**src/rtl/ksa_param.sv**
```systemverilog
// RC4 key-scheduling engine driving an external single-port S RAM with one-cycle read latency.
// Optional in-engine S[i]=i fill, configurable S depth and a runtime-selectable key length.
module ksa_param #(
   parameter int unsigned ADDR_W    = 8,
   parameter int unsigned KEY_BYTES = 3,
   parameter int unsigned INIT_EN   = 1
) (
   input  logic                               clk,
   input  logic                               rst_n,
   input  logic                               en,
   output logic                               rdy,
   input  logic [8*KEY_BYTES-1:0]             key,
   input  logic [$clog2(KEY_BYTES+1)-1:0]     key_len,
   output logic [ADDR_W-1:0]                  addr,
   input  logic [ADDR_W-1:0]                  rddata,
   output logic [ADDR_W-1:0]                  wrdata,
   output logic                               wren
);

   localparam int unsigned KLEN_W = $clog2(KEY_BYTES + 1);
   localparam int unsigned KIDX_W = (KEY_BYTES > 1) ? $clog2(KEY_BYTES) : 1;
   localparam logic [KLEN_W-1:0] KeyBytesL = KLEN_W'(KEY_BYTES);

   localparam logic [3:0] StIdle  = 4'd0;
   localparam logic [3:0] StInit  = 4'd1;
   localparam logic [3:0] StRdI   = 4'd2;
   localparam logic [3:0] StWaitI = 4'd3;
   localparam logic [3:0] StRdJ   = 4'd4;
   localparam logic [3:0] StWaitJ = 4'd5;
   localparam logic [3:0] StWrI   = 4'd6;
   localparam logic [3:0] StWrJ   = 4'd7;
   localparam logic [3:0] StDone  = 4'd8;

   logic [3:0]             state_q, state_d;
   logic [ADDR_W-1:0]      i_q, i_d;
   logic [ADDR_W-1:0]      j_q, j_d;
   logic [ADDR_W-1:0]      si_q, si_d;
   logic [ADDR_W-1:0]      sj_q, sj_d;
   logic [KIDX_W-1:0]      kidx_q, kidx_d;
   logic [KIDX_W-1:0]      klast_q, klast_d;
   logic [8*KEY_BYTES-1:0] key_q, key_d;

   logic [KLEN_W-1:0]      klen_eff;
   logic [ADDR_W-1:0]      kterm;
   logic [ADDR_W-1:0]      j_new;

   // Zero or oversized key_len falls back to the full key.
   always_comb begin
      klen_eff = key_len;
      if (key_len == '0 || key_len > KeyBytesL) klen_eff = KeyBytesL;
   end

   // Byte 0 is the most significant key byte; the cast truncates or zero-extends to ADDR_W.
   always_comb begin
      kterm = '0;
      for (int k = 0; k < KEY_BYTES; k++) begin
         if (kidx_q == KIDX_W'(k)) kterm = ADDR_W'(key_q[(KEY_BYTES-1-k)*8 +: 8]);
      end
   end

   assign j_new = j_q + si_q + kterm;

   always_comb begin
      state_d = state_q;
      i_d     = i_q;
      j_d     = j_q;
      si_d    = si_q;
      sj_d    = sj_q;
      kidx_d  = kidx_q;
      klast_d = klast_q;
      key_d   = key_q;
      case (state_q)
         StIdle: begin
            if (en) begin
               key_d   = key;
               klast_d = KIDX_W'(klen_eff - KLEN_W'(1));
               i_d     = '0;
               j_d     = '0;
               kidx_d  = '0;
               state_d = (INIT_EN != 0) ? StInit : StRdI;
            end
         end
         StInit: begin
            // i wraps back to 0 on the last fill write, ready for the KSA loop.
            i_d = i_q + ADDR_W'(1);
            if (i_q == '1) state_d = StRdI;
         end
         StRdI:   state_d = StWaitI;
         StWaitI: begin
            si_d    = rddata;
            state_d = StRdJ;
         end
         StRdJ: begin
            j_d     = j_new;
            state_d = StWaitJ;
         end
         StWaitJ: begin
            sj_d    = rddata;
            state_d = StWrI;
         end
         StWrI:   state_d = StWrJ;
         StWrJ: begin
            i_d     = i_q + ADDR_W'(1);
            kidx_d  = (kidx_q == klast_q) ? '0 : kidx_q + KIDX_W'(1);
            state_d = (i_q == '1) ? StDone : StRdI;
         end
         StDone:  state_d = StIdle;
         default: state_d = StIdle;
      endcase
   end

   // Outputs are a function of registered state only; RD_J uses the registered si.
   always_comb begin
      addr   = '0;
      wrdata = '0;
      wren   = 1'b0;
      rdy    = 1'b0;
      case (state_q)
         StIdle:  rdy = 1'b1;
         StInit: begin
            addr   = i_q;
            wrdata = i_q;
            wren   = 1'b1;
         end
         StRdI:   addr = i_q;
         StWaitI: addr = i_q;
         StRdJ:   addr = j_new;
         StWaitJ: addr = j_q;
         StWrI: begin
            addr   = i_q;
            wrdata = sj_q;
            wren   = 1'b1;
         end
         StWrJ: begin
            addr   = j_q;
            wrdata = si_q;
            wren   = 1'b1;
         end
         default: ;
      endcase
   end

   always_ff @(posedge clk or negedge rst_n) begin
      if (!rst_n) begin
         state_q <= StIdle;
         i_q     <= '0;
         j_q     <= '0;
         si_q    <= '0;
         sj_q    <= '0;
         kidx_q  <= '0;
         klast_q <= '0;
         key_q   <= '0;
      end else begin
         state_q <= state_d;
         i_q     <= i_d;
         j_q     <= j_d;
         si_q    <= si_d;
         sj_q    <= sj_d;
         kidx_q  <= kidx_d;
         klast_q <= klast_d;
         key_q   <= key_d;
      end
   end

   // A start is one-shot: the engine is busy on the cycle after acceptance.
   assert property (@(posedge clk) disable iff (!rst_n) (en && rdy) |=> !rdy);
   assert property (@(posedge clk) disable iff (!rst_n) wren |-> !rdy);

endmodule

```
**config.mk**
```make
export PLATFORM = sky130hd
export DESIGN_NAME = ksa_param
export DESIGN_NICKNAME = d
export VERILOG_FILES = /design/src/rtl/ksa_param.sv
export SDC_FILE = /design/constraint.sdc
export NUM_CORES = 1
export LEC_CHECK = 0
export CAP_MARGIN = 20
export CORE_ASPECT_RATIO = 1.4
export CORE_MARGIN = 4
export CORE_UTILIZATION = 59
export CTS_BUF_LIST = sky130_fd_sc_hd__clkbuf_4 sky130_fd_sc_hd__clkbuf_8 sky130_fd_sc_hd__clkbuf_16
export DETAILED_ROUTE_END_ITERATION = 6
export PLACE_DENSITY = 0.93
export SLEW_MARGIN = 25
export SYNTH_ARGS = -nofsm -noshare
export SYNTH_HDL_FRONTEND = slang
export SYNTH_SLANG_ARGS = --single-unit
```
**constraint.sdc**
```tcl
create_clock -name clk -period 5.3 [get_ports clk]
set_input_delay 1.06 -clock clk [delete_from_list [all_inputs] [get_ports clk]]
set_output_delay 1.06 -clock clk [all_outputs]
set_load 0.02 [all_outputs]
```
==> results of run 1 <==
-- through the flow --
stage                     utilization, %  total power [mW]  instances  hold slack [ps]  cell area, sq um
after floorplan                        -             0.768        323              468              3630
after global placement              70.6             0.854        436              490              4170
after detailed placement            70.6             0.877        436              499              4170
after CTS                           73.6              1.26        451              514              4350
after global routing                74.0              1.34        451              529              4370
final                               74.0              1.27        451              510              4370
-- report_power, final --
part	leakage (nW)	internal, mW	total, mW	switching, mW
clock network	0.0917	0.196	0.380	0.184
logic	1.17	0.154	0.320	0.167
registers	0.812	0.525	0.573	0.0476
-- cells in the mapped netlist (2+ instances only) --
library cell and count:
dfrtp_1 64, nand2_1 31, inv_1 22, mux2_2 22, mux2_4 19, nor2_1 19, o21ai_0 12, a21oi_1 11
ha_1 11, a222oi_1 10, o21ai_1 10, fa_1 8, nor2b_1 7, a22oi_1 6, a21o_1 4, and3_1 4
buf_6 4, clkbuf_1 4, xnor2_1 4, xor2_1 4, a211oi_1 3, a221o_1 3, a22o_1 3, buf_4 3
nand2b_1 3, nand3_1 3, nand3b_1 3, nor3_1 2, nor3_2 2, o211ai_1 2, o31ai_1 2, o41ai_1 2
or2_2 2
-- registers in the layout (all words and copies together), names as in the netlist --
| register | flops |
|---|---|
| si_q | 8 |
| kidx_q | 2 |
| sj_q | 8 |
| i_q | 8 |
| key_q | 24 |
| j_q | 8 |
| state_q | 4 |
| klast_q | 2 |
-- critical path: stages (launching register included) --
cell and delay [ps]:
dfrtp_1 440, inv_1 100, ha_1 280, nor2b_1 190
a22oi_1 170, o21ai_0 130, fa_1 520, ha_1 160
inv_1 60, fa_1 400, nor2b_2 180, o31a_1 190
o22ai_1 130, xnor2_1 160, o21ai_0 160, dlygate4sd2_1 350
-- path summary, 6_finish.rpt --
check | start | end | slack [ps]
min in group asynchronous | rst_n | j_q[4] | 860
setup reg to reg | kidx_q[0] | j_q[7] | 1890
hold reg to reg | sj_q[4] | sj_q[4] | 510
setup / recovery | kidx_q[0] | addr[7] | 270
max in group asynchronous | rst_n | key_q[2] | 3880
hold / removal | sj_q[4] | sj_q[4] | 510
-- per-layer routing --
metal	vias up	track usage, %	wire, microns
met1	1412	29.2	3300
li1	1266	-	-
met3	28	5.49	593
met2	144	42.4	4330
met4	0	12.6	403
met5	-	0	0
-- cell families after synthesis --
family / Yosys count / share of synthesized area [%]
AO/OA/AOI/OAI: 74 / 14.2
XOR/XNOR: 8 / 1.93
adder cells (fa/ha/maj): 19 / 8.21
buffers and inverters: 34 / 4.69
flip-flops: 64 / 44.2
multiplexers: 41 / 14.7
AND/OR/NAND/NOR: 83 / 12.1
-- area by class of cell --
| class | count | area (sq um) |
|---|---|---|
| multi-input cells | 225 | 1870 |
| inverters | 22 | 82.6 |
| repair buffers | 55 | 544 |
| fillers | 391 | 1540 |
| flip-flops and latches | 64 | 1600 |
| clock inverters | 3 | 17.5 |
| well taps | 70 | 87.6 |
| clock buffers | 12 | 159 |
-- repair_timing --
| action | 4_1_cts | 5_1_grt |
|---|---|---|
| gates resized for setup | 2 | 5 |
| hold endpoints to repair | 0 | 0 |
| pin swaps | 0 | 0 |
| hold buffers | 0 | 0 |
| endpoints found under the setup margin | 1 | 3 |
==> results by group, run 1 <==
Run status
  • Status: complete, but fails checks
  • Violated checks: design-rule violations

Worst setup path
  • Critical Path RT: 4240 ps
  • Critical path peak fanout: 6
  • CP endpoint kind: primary output
  • Crit start category: flop
  • CP Class: reg -> out
  • FF-to-FF path depth: 14
  • CP arrival: 3970 ps

Synth
  • Register area share after synthesis: 44.2%
  • Cell taking the most area after synthesis: dfrtp_1
  • Post-synth cell types: 47
  • Post-Syn Area per Cell: 11.2 sq um
  • Synthesis Warnings: 0
  • Synth async-reset ratio: 100%
  • EDFF count, synth: 0
  • Area contributors post-synth: dfrtp_1 (44%), mux2_4 (7.9%), mux2_2 (6.8%)
  • Share of the synthesized area in the top cell type: 44.2%
  • Main synth FF type: dfrtp_1
  • Synth Cell Area: 3630 sq um
  • Seq cells post-synth: 64
  • Syn Inst Count: 323
  • Net Count, Synth: 379

Timing
  • Fin Clk Skew: 9.63 ps
  • Unrepaired setup endpoints after global routing: false
  • Final setup margin: 270 ps
  • Max Fclk: 199 MHz
  • Final worst-path cycle share: 94.9%
  • Slew at the pin with the worst max-slew slack: 994 ps
  • Max-slew headroom: 33.3%
  • Final Hold Vio Count: 0
  • Setup Total Neg Slack: 0 ps
  • Final setup fails: 0
  • Fin crit period: 5030 ps
  • Final slew viol count: 0

CTS
  • CTS buffer count: 9
  • Clock-pin slew on the worst setup and hold paths: 60 ps
  • CTS tree: done
  • Clk_lat worst skew: 340 ps
  • Clock Path Buffers: 2
  • Sink Count: 64
  • Root Driver: clkbuf_8
  • H-tree Lvls: 3
  • Setup Buffers After CTS: 0

Detailed routing
  • DRT Pass-1 Iters: 7
  • DRC Markers: 8
  • Routed via count: 2850
  • Via/cell ratio: 6.32
  • Routed wire length: 8.63 mm
  • Post-DRT Antenna Nets: 0
  • Wirelength per Cell: 19.1 microns
  • Drt initial violations: 332

Floorplanning
  • Core area: 5900 sq um
  • Die Footprint: 7480 sq um
  • Die Y: 101 microns
  • Cell Rows: 33
  • Ports: 55
  • Die W: 74.3 microns
  • Initial core utilization: 61.4%

Final layout
  • Highest-count cells in the layout ignoring fill and taps: dfrtp_1 (64), clkdlybuf4s50_1 (51), nand2_1 (31)
  • Commonest non-fill, non-tap cell in the layout: dfrtp_1
  • Area delta synth->final: 20.4%
  • Nets: 433
  • Antenna cells: 0
  • Layout cells sized above 1: 18.9%

Global routing
  • Initial antenna violation count: 0
  • Largest net degree at the start of global routing: 65
  • GRT overflow: 0
  • First-pass GRT wire length: 14.0 mm
  • GRT Resource Usage Total: 25.0%
  • Vias in the first global route: 2922

Placed design
  • Dpl ws: 345 ps
  • RePlAce Congestion: 0.919
  • HPWL after DPL: 6.30 mm
  • I/O Buffers: 54

Min path
  • WHS Path Cells: 1
  • Hold/Removal Path Class: reg -> reg

Power
  • Power Density: 291 nW/um^2
  • Lkg Pwr: 2.07 nW
  • Maximum vdd drop: 193 uV

Job
  • Max-cap viol count: 0
(Power assumes the default switching activity.)
==> run 2: changes to the inputs <==
Settings changed: CORE_MARGIN 4 to default.
==> run 2 against run 1 <==
  * The flow now finishes without violations
  * Clock-buffer cell count unchanged
  * Clock power about the same
  * Die area is 14% lower
  * Final cell count stayed put
  * Critical path depth decreased by 3
  * Worst setup slack better by 4.7 ps
  * Global-route usage grew 4.0 points
  * Critical path type unchanged
  * Critical endpoint is now addr[5]
==> results by group, run 2 (synthesized netlist as in run 1, its figures left out) <==
Placed design
  • I/O Buffers: 54 (unchanged)
  • HPWL after DPL: 6.05 mm (-4.0%)
  • Placed Cells: 436 (unchanged)
  • RePlAce Congestion: 0.959 (+4.3%)
  • Post-DP Area: 4170 sq um (unchanged)

Timing
  • Final Hold Vio Count: 0 (unchanged)
  • Final worst-path cycle share: 94.8% (about the same)
  • Fin crit period: 5030 ps (-4.65 ps)
  • Setup Total Neg Slack: 0 ps (unchanged)
  • Final slew viol count: 0 (unchanged)
  • Fin Clk Skew: 10.2 ps (+0.539 ps)
  • Unrepaired setup endpoints after global routing: false
  • Max-slew headroom: 34.7% (+1.4 points)
  • Slew at the pin with the worst max-slew slack: 974 ps (-20.2 ps)
  • Final setup fails: 0 (unchanged)
  • Max Fclk: 199 MHz (about the same)

Floorplanning
  • Die Footprint: 6470 sq um (-14%)
  • Initial core utilization: 61.4% (unchanged)
  • Core area: 5900 sq um (unchanged)
  • Die Y: 94.8 microns (-6.0%)
  • Die W: 68.3 microns (-8.1%)
  • Ports: 55 (unchanged)
  • Cell Rows: 33 (unchanged)

Final layout
  • Layout cells sized above 1: 19.2% (+0.26 points)
  • Top reg by flops: key_q
  • Area delta synth->final: 20.6%
  • Antenna cells: 0 (unchanged)
  • Util after Layout: 74.1% (+0.15 points)
  • Highest-count cells in the layout ignoring fill and taps: dfrtp_1 (63), clkdlybuf4s50_1 (52), nand2_1 (31)
  • Fin area: 4380 sq um (+0.20%)
  • FILL cells: 370 (-5.4%)
  • Register area: 1600 sq um (about the same)
  • Fin cells: 451 (unchanged)
  • Flip-flop count of the largest register after layout: 24 (unchanged)
  • Nets: 433 (unchanged)
  • Commonest non-fill, non-tap cell in the layout: dfrtp_1
  • Area of the multi-input gates: 1880 sq um (+0.33%)

Min path
  • Hold/Removal Path Class: reg -> reg

Global routing
  • GRT Resource Usage Total: 29.0% (+4.0 points)
  • Gr busiest metal: met2
  • First-pass GRT wire length: 13.4 mm (-4.4%)
  • Initial antenna violation count: 0 (unchanged)
  • Met1 usage in global routing: 37.2% (+8.0 points)
  • Met2 Usage GRT: 44.2% (+1.8 points)
  • GRT overflow: 0 (unchanged)
  • Largest net degree at the start of global routing: 65 (unchanged)
  • Vias in the first global route: 2676 (-8.4%)
  • Met3 Usage GRT: 5.31% (-0.18 points)

Detailed routing
  • Wirelength per Cell: 18.5 microns (-3.3%)
  • Routed via count: 2791 (-2.1%)
  • DRT Pass-1 Iters: 5 (-2)
  • DRC Markers: 0 (-8)
  • Post-DRT Antenna Nets: 0 (unchanged)
  • Via/cell ratio: 6.19 (-2.1%)
  • Routed wire length: 8.35 mm (-3.3%)
  • Drt initial violations: 279 (-16%)

Worst setup path
  • Critical Path RT: 4240 ps (about the same)
  • CP endpoint kind: primary output
  • CP arrival: 3970 ps (about the same)
  • Crit start category: flop
  • CP Class: reg -> out
  • Critical path peak fanout: 16 (+10)

CTS
  • Resized cells post-CTS: 0 (-2)
  • Clock-pin slew on the worst setup and hold paths: 60 ps (about the same)
  • Clk_lat worst skew: 340 ps (about the same)
  • CTS buffer count: 9 (unchanged)
  • Root Driver: clkbuf_8
  • Sink Count: 64 (unchanged)
  • Clock Path Buffers: 2 (unchanged)
  • CTS tree: done
  • Setup Buffers After CTS: 0 (unchanged)
  • Hold_buf cts: 0 (unchanged)
  • H-tree Lvls: 3 (unchanged)

Power
  • Maximum vdd drop: 197 uV (+2.0%)
  • Tot Pwr: 1.25 mW (-1.5%)
  • Power Density: 286 nW/um^2 (-1.7%)
  • Lkg Pwr: 2.07 nW (-0.22%)

Run status
  • Status: complete, no violations

Job
  • Max-cap viol count: 0 (unchanged)
[run 2: cell count changes in the layout (fill, tap and decap cells not counted), sizes merged]
cell	change
dlygate4sd2	-1
clkdlybuf4s50	+1
[run 2: path summary, 6_finish.rpt]
check | cells after the start | end | slack [ps] | startpoint
hold reg to reg | 1 | sj_q[4] | 510 | sj_q[4]
max in group asynchronous | 2 | kidx_q[0] | 3810 | rst_n
hold / removal | 1 | sj_q[4] | 510 | sj_q[4]
min in group asynchronous | 2 | j_q[4] | 880 | rst_n
setup reg to reg | 12 | j_q[7] | 2070 | kidx_q[0]
setup / recovery | 12 | addr[5] | 270 | kidx_q[0]
[run 2: area by class of cell]
class | instances | share of cell area [%]
Clock buffer | 12 | 3.63
Clock inverter | 3 | 0.400
Inverter | 22 | 1.89
Multi-Input combinational cell | 225 | 43.0
Sequential cell | 64 | 36.6
Tap cell | 70 | 2.00
Timing Repair Buffer | 55 | 12.5
[run 2: critical path, stage by stage (launching register included)]
cell and delay [ps]:
dfrtp_2 450, inv_1 100, ha_1 450, o21ai_0 210, fa_1 510, ha_1 170, inv_1 60, fa_1 390
nor2b_2 170, o21ai_0 140, a211oi_2 230, a221o_1 150, clkdlybuf4s50_1 600
[run 2: routing by layer]
layer  vias to the layer above  routed length (microns)  part of all wire [%]
met4                         0                      427                   5.1
met2                       139                     4170                    50
met1                      1362                     3300                    40
li1                       1265                        -                     -
met5                         -                        0                     0
met3                        25                      450                   5.4
[run 2: report_power, final]
group / total (mW) / switching (mW) / internal, mW / leakage [nW]
sequential: 0.572 / 0.0467 / 0.525 / 0.811
combinational: 0.305 / 0.155 / 0.150 / 1.17
clock: 0.377 / 0.181 / 0.196 / 0.0917
total: 1.25 / 0.382 / 0.871 / 2.07
[run 2: through the flow]
stage                     worst slack [ps]  hold slack [ps]
after global routing                  35.4              527
after global placement                 539              491
final                                  274              509
after detailed placement               386              492
after CTS                             21.8              507
after floorplan                       1050              468
==> run 3: changes to the inputs <==
Settings changed: ABC_CLOCK_PERIOD_IN_PS from default to 5300.
==> results of run 3 <==
No change in the layout: final DEF, timing and power equal those of run 2.
